--- config.mk ---
export PLATFORM = sky130hd
export DESIGN_NAME = seq_mag_comp
export DESIGN_NICKNAME = d
export VERILOG_FILES = /design/src/rtl/seq_mag_comp.sv
export SDC_FILE = /design/constraint.sdc
export NUM_CORES = 1
export LEC_CHECK = 0
export CAP_MARGIN = 40
export CORE_MARGIN = 5
export CORE_UTILIZATION = 51
export DETAILED_ROUTE_END_ITERATION = 6
export GPL_TIMING_DRIVEN = 0
export HOLD_SLACK_MARGIN = 0.02
export PLACE_DENSITY = 0.81
export SKIP_CTS_REPAIR_TIMING = 1
export SLEW_MARGIN = 30
export SYNTH_ARGS = -nofsm -noshare
export SYNTH_HDL_FRONTEND = slang
export SYNTH_SLANG_ARGS = --single-unit
--- constraint.sdc ---
create_clock -name clk -period 2.6 [get_ports clk]
set_input_delay 0.26 -clock clk [delete_from_list [all_inputs] [get_ports clk]]
set_output_delay 0.26 -clock clk [all_outputs]
set_load 0.01 [all_outputs]
--- src/rtl/seq_mag_comp.sv ---
// Multi-cycle MSB-first magnitude comparator, CHUNK bits per cycle, unsigned or two's-complement.
// Latency 1..NCHUNK cycles from accept to out_valid; one compare in flight, result held until out_ready.
module seq_mag_comp #(
    parameter int WIDTH = 16,
    parameter int CHUNK = 4,
    localparam int NCHUNK = WIDTH / CHUNK,
    localparam int CW = $clog2(NCHUNK + 1)
) (
    input  logic             clk,
    input  logic             rst_n,
    input  logic             in_valid,
    output logic             in_ready,
    input  logic [WIDTH-1:0] a,
    input  logic [WIDTH-1:0] b,
    input  logic             signed_mode,
    output logic             out_valid,
    input  logic             out_ready,
    output logic             agtb,
    output logic             aeqb,
    output logic             altb,
    output logic [CW-1:0]    out_cycles
);

    localparam int IW = (NCHUNK > 1) ? $clog2(NCHUNK) : 1;

    if (WIDTH < 2 || CHUNK < 1 || (WIDTH % CHUNK) != 0) begin : g_bad_param
        $error("seq_mag_comp: WIDTH must be >= 2 and a multiple of CHUNK");
    end

    typedef enum logic [1:0] {IDLE, CMP, DONE} state_t;

    state_t           state_q;
    logic [WIDTH-1:0] a_q, b_q;
    logic [IW-1:0]    idx_q;
    logic [CW-1:0]    cnt_q, cnt_d;
    logic [CHUNK-1:0] hi_a, hi_b;
    logic             out_valid_q, agtb_q, aeqb_q, altb_q;
    logic [CW-1:0]    out_cycles_q;

    // Operands shift left as chunks match, so the live chunk is always the top slice.
    assign hi_a  = a_q[WIDTH-1 -: CHUNK];
    assign hi_b  = b_q[WIDTH-1 -: CHUNK];
    assign cnt_d = cnt_q + CW'(1);

    always_ff @(posedge clk or negedge rst_n) begin
        if (!rst_n) begin
            state_q      <= IDLE;
            a_q          <= '0;
            b_q          <= '0;
            idx_q        <= '0;
            cnt_q        <= '0;
            out_valid_q  <= 1'b0;
            agtb_q       <= 1'b0;
            aeqb_q       <= 1'b0;
            altb_q       <= 1'b0;
            out_cycles_q <= '0;
        end else begin
            case (state_q)
                IDLE: begin
                    if (in_valid) begin
                        // Flipping the sign bit maps two's-complement order onto unsigned order.
                        a_q     <= {a[WIDTH-1] ^ signed_mode, a[WIDTH-2:0]};
                        b_q     <= {b[WIDTH-1] ^ signed_mode, b[WIDTH-2:0]};
                        idx_q   <= IW'(NCHUNK - 1);
                        cnt_q   <= '0;
                        state_q <= CMP;
                    end
                end
                CMP: begin
                    cnt_q <= cnt_d;
                    if (hi_a != hi_b) begin
                        agtb_q       <= (hi_a > hi_b);
                        altb_q       <= (hi_a < hi_b);
                        out_valid_q  <= 1'b1;
                        out_cycles_q <= cnt_d;
                        state_q      <= DONE;
                    end else if (idx_q == '0) begin
                        aeqb_q       <= 1'b1;
                        out_valid_q  <= 1'b1;
                        out_cycles_q <= cnt_d;
                        state_q      <= DONE;
                    end else begin
                        idx_q <= idx_q - IW'(1);
                        a_q   <= a_q << CHUNK;
                        b_q   <= b_q << CHUNK;
                    end
                end
                DONE: begin
                    if (out_ready) begin
                        out_valid_q  <= 1'b0;
                        agtb_q       <= 1'b0;
                        aeqb_q       <= 1'b0;
                        altb_q       <= 1'b0;
                        out_cycles_q <= '0;
                        state_q      <= IDLE;
                    end
                end
                default: state_q <= IDLE;
            endcase
        end
    end

    assign in_ready   = (state_q == IDLE) && rst_n;
    assign out_valid  = out_valid_q;
    assign agtb       = agtb_q;
    assign aeqb       = aeqb_q;
    assign altb       = altb_q;
    assign out_cycles = out_cycles_q;

endmodule

==> impl_metrics.ini <==
[run_status]
outcome = completed

[clocking]
clock_latency_ns = 0.29
clk_pin_slew_ns = 0.08
tritoncts = yes
cts_sinks = 46
htree_levels = 2
cts_made_buffers = 5
clock_tree.root_cell = clkbuf_8
clock_path_buffers = 2

[sta]
timing.final.hold_violations = 0
worst_pin_slew_ns = 0.5798
setup_viol = 0
max_freq_mhz = 425.3
timing.final.crit_share_pct = 90.44
rsz0062_at_grt = false
final.min_clock_period_ns = 2.351
skew_final_ns = 0.007668
slew_headroom_pct = 61.35
maxSlewViolCount = 0

[route]
drt_first_pass_iters = 4
post_drt_via_cell_ratio = 5.330
route.final.wire_length_um = 4288
first_iter_violations = 133
drc = 0
route.detailed.wl_per_inst_um = 14.44
vias = 1583
drtAntennaViolNets = 0

[worst_setup_path]
cp_slowest_cell = clkdlybuf4s50_1
critical_path_required_ns = 2.34
endpoint_kind = primary output
worstPathArrival_ns = 2.09
critPathMaxFanout = 47
crit_type = in2out
cp_cell_sequence = dlygate4sd3_1 > buf_4 > nor3b_1 > clkdlybuf4s50_1
cp_slowest_stage_delay_ns = 0.56
timing.critical_path.from_type = input port
worst_path_dominant_cell_family = buffers and inverters
r2r_slack_ns = 0.54
worstPathBufferInverterCount = 3

[finish]
finish.cell_count_without_fillers = 297
layout_nets = 289
postLayoutCellArea_um2 = 2810
n_antenna_cell = 0
area_delta_synth_final_pct = 28.27
final_layout_size_suffix_gt1_share_pct = 19.84

[floorplanning]
fp.dieArea_um2 = 5706
fp.dieH_um = 75.54
fp.coreArea_um2 = 4086
floorplan.initialDensity_pct = 53.61
die_x_um = 75.54
placement_rows = 23
num_io_pins = 45

[grt]
grt.overflow.total = 0
grt_pass1_vias = 1501
grt_first_pass_wirelength_um = 7017
grt_antenna_before_repair = 0
globalRouteTotalUtil_pct = 16.27
maximum_number_of_pins_on_one_net_before_global_route_repair = 48

[placement]
place.detailed.instances = 288
post_place_cell_area_um2 = 2691
dp.final_hpwl_um = 3126
port-buffer-count = 44
gp_congestion = 0.7215

[synth]
yosysTopAreaCell = dfrtp_1
edff_count_synth = 0
yosys.cell_types.count = 29
postSynth.asyncResetShare_pct = 100.0
synth-seq-area-share_pct = 52.54
ys_top_cells_by_count = 46 x dfrtp_1, 28 x nand2_1, 24 x o221a_2, 22 x nand2b_1, 18 x o21ai_0
netlist_top_cells_area = dfrtp_1 53%, o221a_2 12%, nand2b_1 6.3%, nand2_1 4.8%, o21ai_0 4.1%
syn-instance-count = 194
yosys.cell_count.top_type = dfrtp_1
dominantRegCellSynth = dfrtp_1
synth_top_area_share_pct = 52.54
syn-mean-instance-area_um2 = 11.29
yosys_warnings = 0
postSynthRegisterBits = 46
postSynthNetCount = 237
syn_area_um2 = 2191

[run]
max_cap_violations = 0

[power]
cellPowerDensity_nw_per_um2 = 1067
p_leak_nw = 1.201
worst_ir_drop_vdd_mv = 0.5432

[worst_hold_path]
worst_min_delay_path_category = reg2reg
==> power by group <==
part,total [mW],leakage [nW],internal [mW],switching [mW]
Clock,0.514,0.0579,0.283,0.231
Sequential,1.24,0.531,1.05,0.194
Combinational,1.24,0.612,0.679,0.566
==> worst reg2reg max path: cells and delay by family, from the launching register on <==
family,cells,cell delay [ns]
fa+ha+maj,1,0.32
buf+inv,2,0.36
compound gates,1,0.29
flops,1,0.41
simple gates,2,0.57
==> layout make-up <==
class                      instances  area, um^2
clock buffer                       5       68.82
multi-input combinational        126       892.1
buffer                            13       113.9
sequential                        46        1151
timing repair buffer              45       447.9
inverter                           9       33.78
fill                             332        1276
tap                               50       62.56
clock inverter                     3       40.04
==> through the flow <==
stage          total power [mW]  util (%)  setup TNS [ns]  hold slack, ns  worst slack, ns
3_5_place_dp              2.505     65.86               0          0.2962           0.5618
2_1_floorplan             2.115         -               0        -0.03559           0.7394
6_report                  2.999     68.77               0          0.4887           0.2485
4_1_cts                   3.026     68.52               0        -0.02549           0.5355
3_3_place_gp              2.452     65.92         -0.7466          0.4606          -0.7466
5_1_grt                   3.235     68.77               0          0.5183          0.08209
==> worst paths after layout <==
path / startpoint / to / depth (start not counted)
worst min register to register: out_valid$_DFFE_PN0P_ / out_valid$_DFFE_PN0P_ / 2
min in group asynchronous: rst_n / a_q[9]$_DFFE_PN0P_ / 2
worst max register to register: a_q[14]$_DFFE_PN0P_ / b_q[11]$_DFFE_PN0P_ / 6
worst max-delay path: rst_n / in_ready / 4
max in group asynchronous: rst_n / out_valid$_DFFE_PN0P_ / 2
worst min-delay path: out_valid$_DFFE_PN0P_ / out_valid$_DFFE_PN0P_ / 2
==> per-layer routing <==
| layer | up-vias | global-route usage, % | share of wire [%] |
|---|---|---|---|
| met5 | - | 0 | 0 |
| met4 | 0 | 5.825 | 1.2 |
| met3 | 4 | 4.617 | 6.2 |
| met2 | 48 | 25.12 | 46 |
| met1 | 739 | 21.99 | 46 |
| li1 | 792 | - | - |
==> flip-flops by register name (all words and copies together), names as in the netlist <==
register / cells
cnt_q: 3
state_q: 2
altb: 1
agtb: 1
b_q: 16
out_valid: 1
out_cycles: 3
a_q: 16
idx_q: 2
aeqb: 1
==> cell usage in the layout, fill, tap and decap left out, drive strengths merged, types with 2 or more instances in the layout <==
cell           instances
o221a                 24
clkinv                 2
nor2                   3
o21ai                 19
clkdlybuf4s50         43
dfrtp                 46
clkbuf                 9
inv                    9
nand2b                24
o21bai                 2
xnor2                  3
buf                   10
nor3b                  2
ha                     6
nand2                 28
nand3                  4
mux2                   2
a21oi                  2
==> kinds of logic after synthesis <==
kind of cell	count (synthesis)	share of synthesized area (%)
AND/OR/NAND/NOR	66	16.45
buffers and inverters	22	6.739
AO/OA/AOI/OAI	49	18.62
multiplexers	2	1.028
flip-flops	46	52.54
adder cells (fa/ha/maj)	6	3.427
XOR/XNOR	3	1.200
Power figures use the tool's default switching activity.
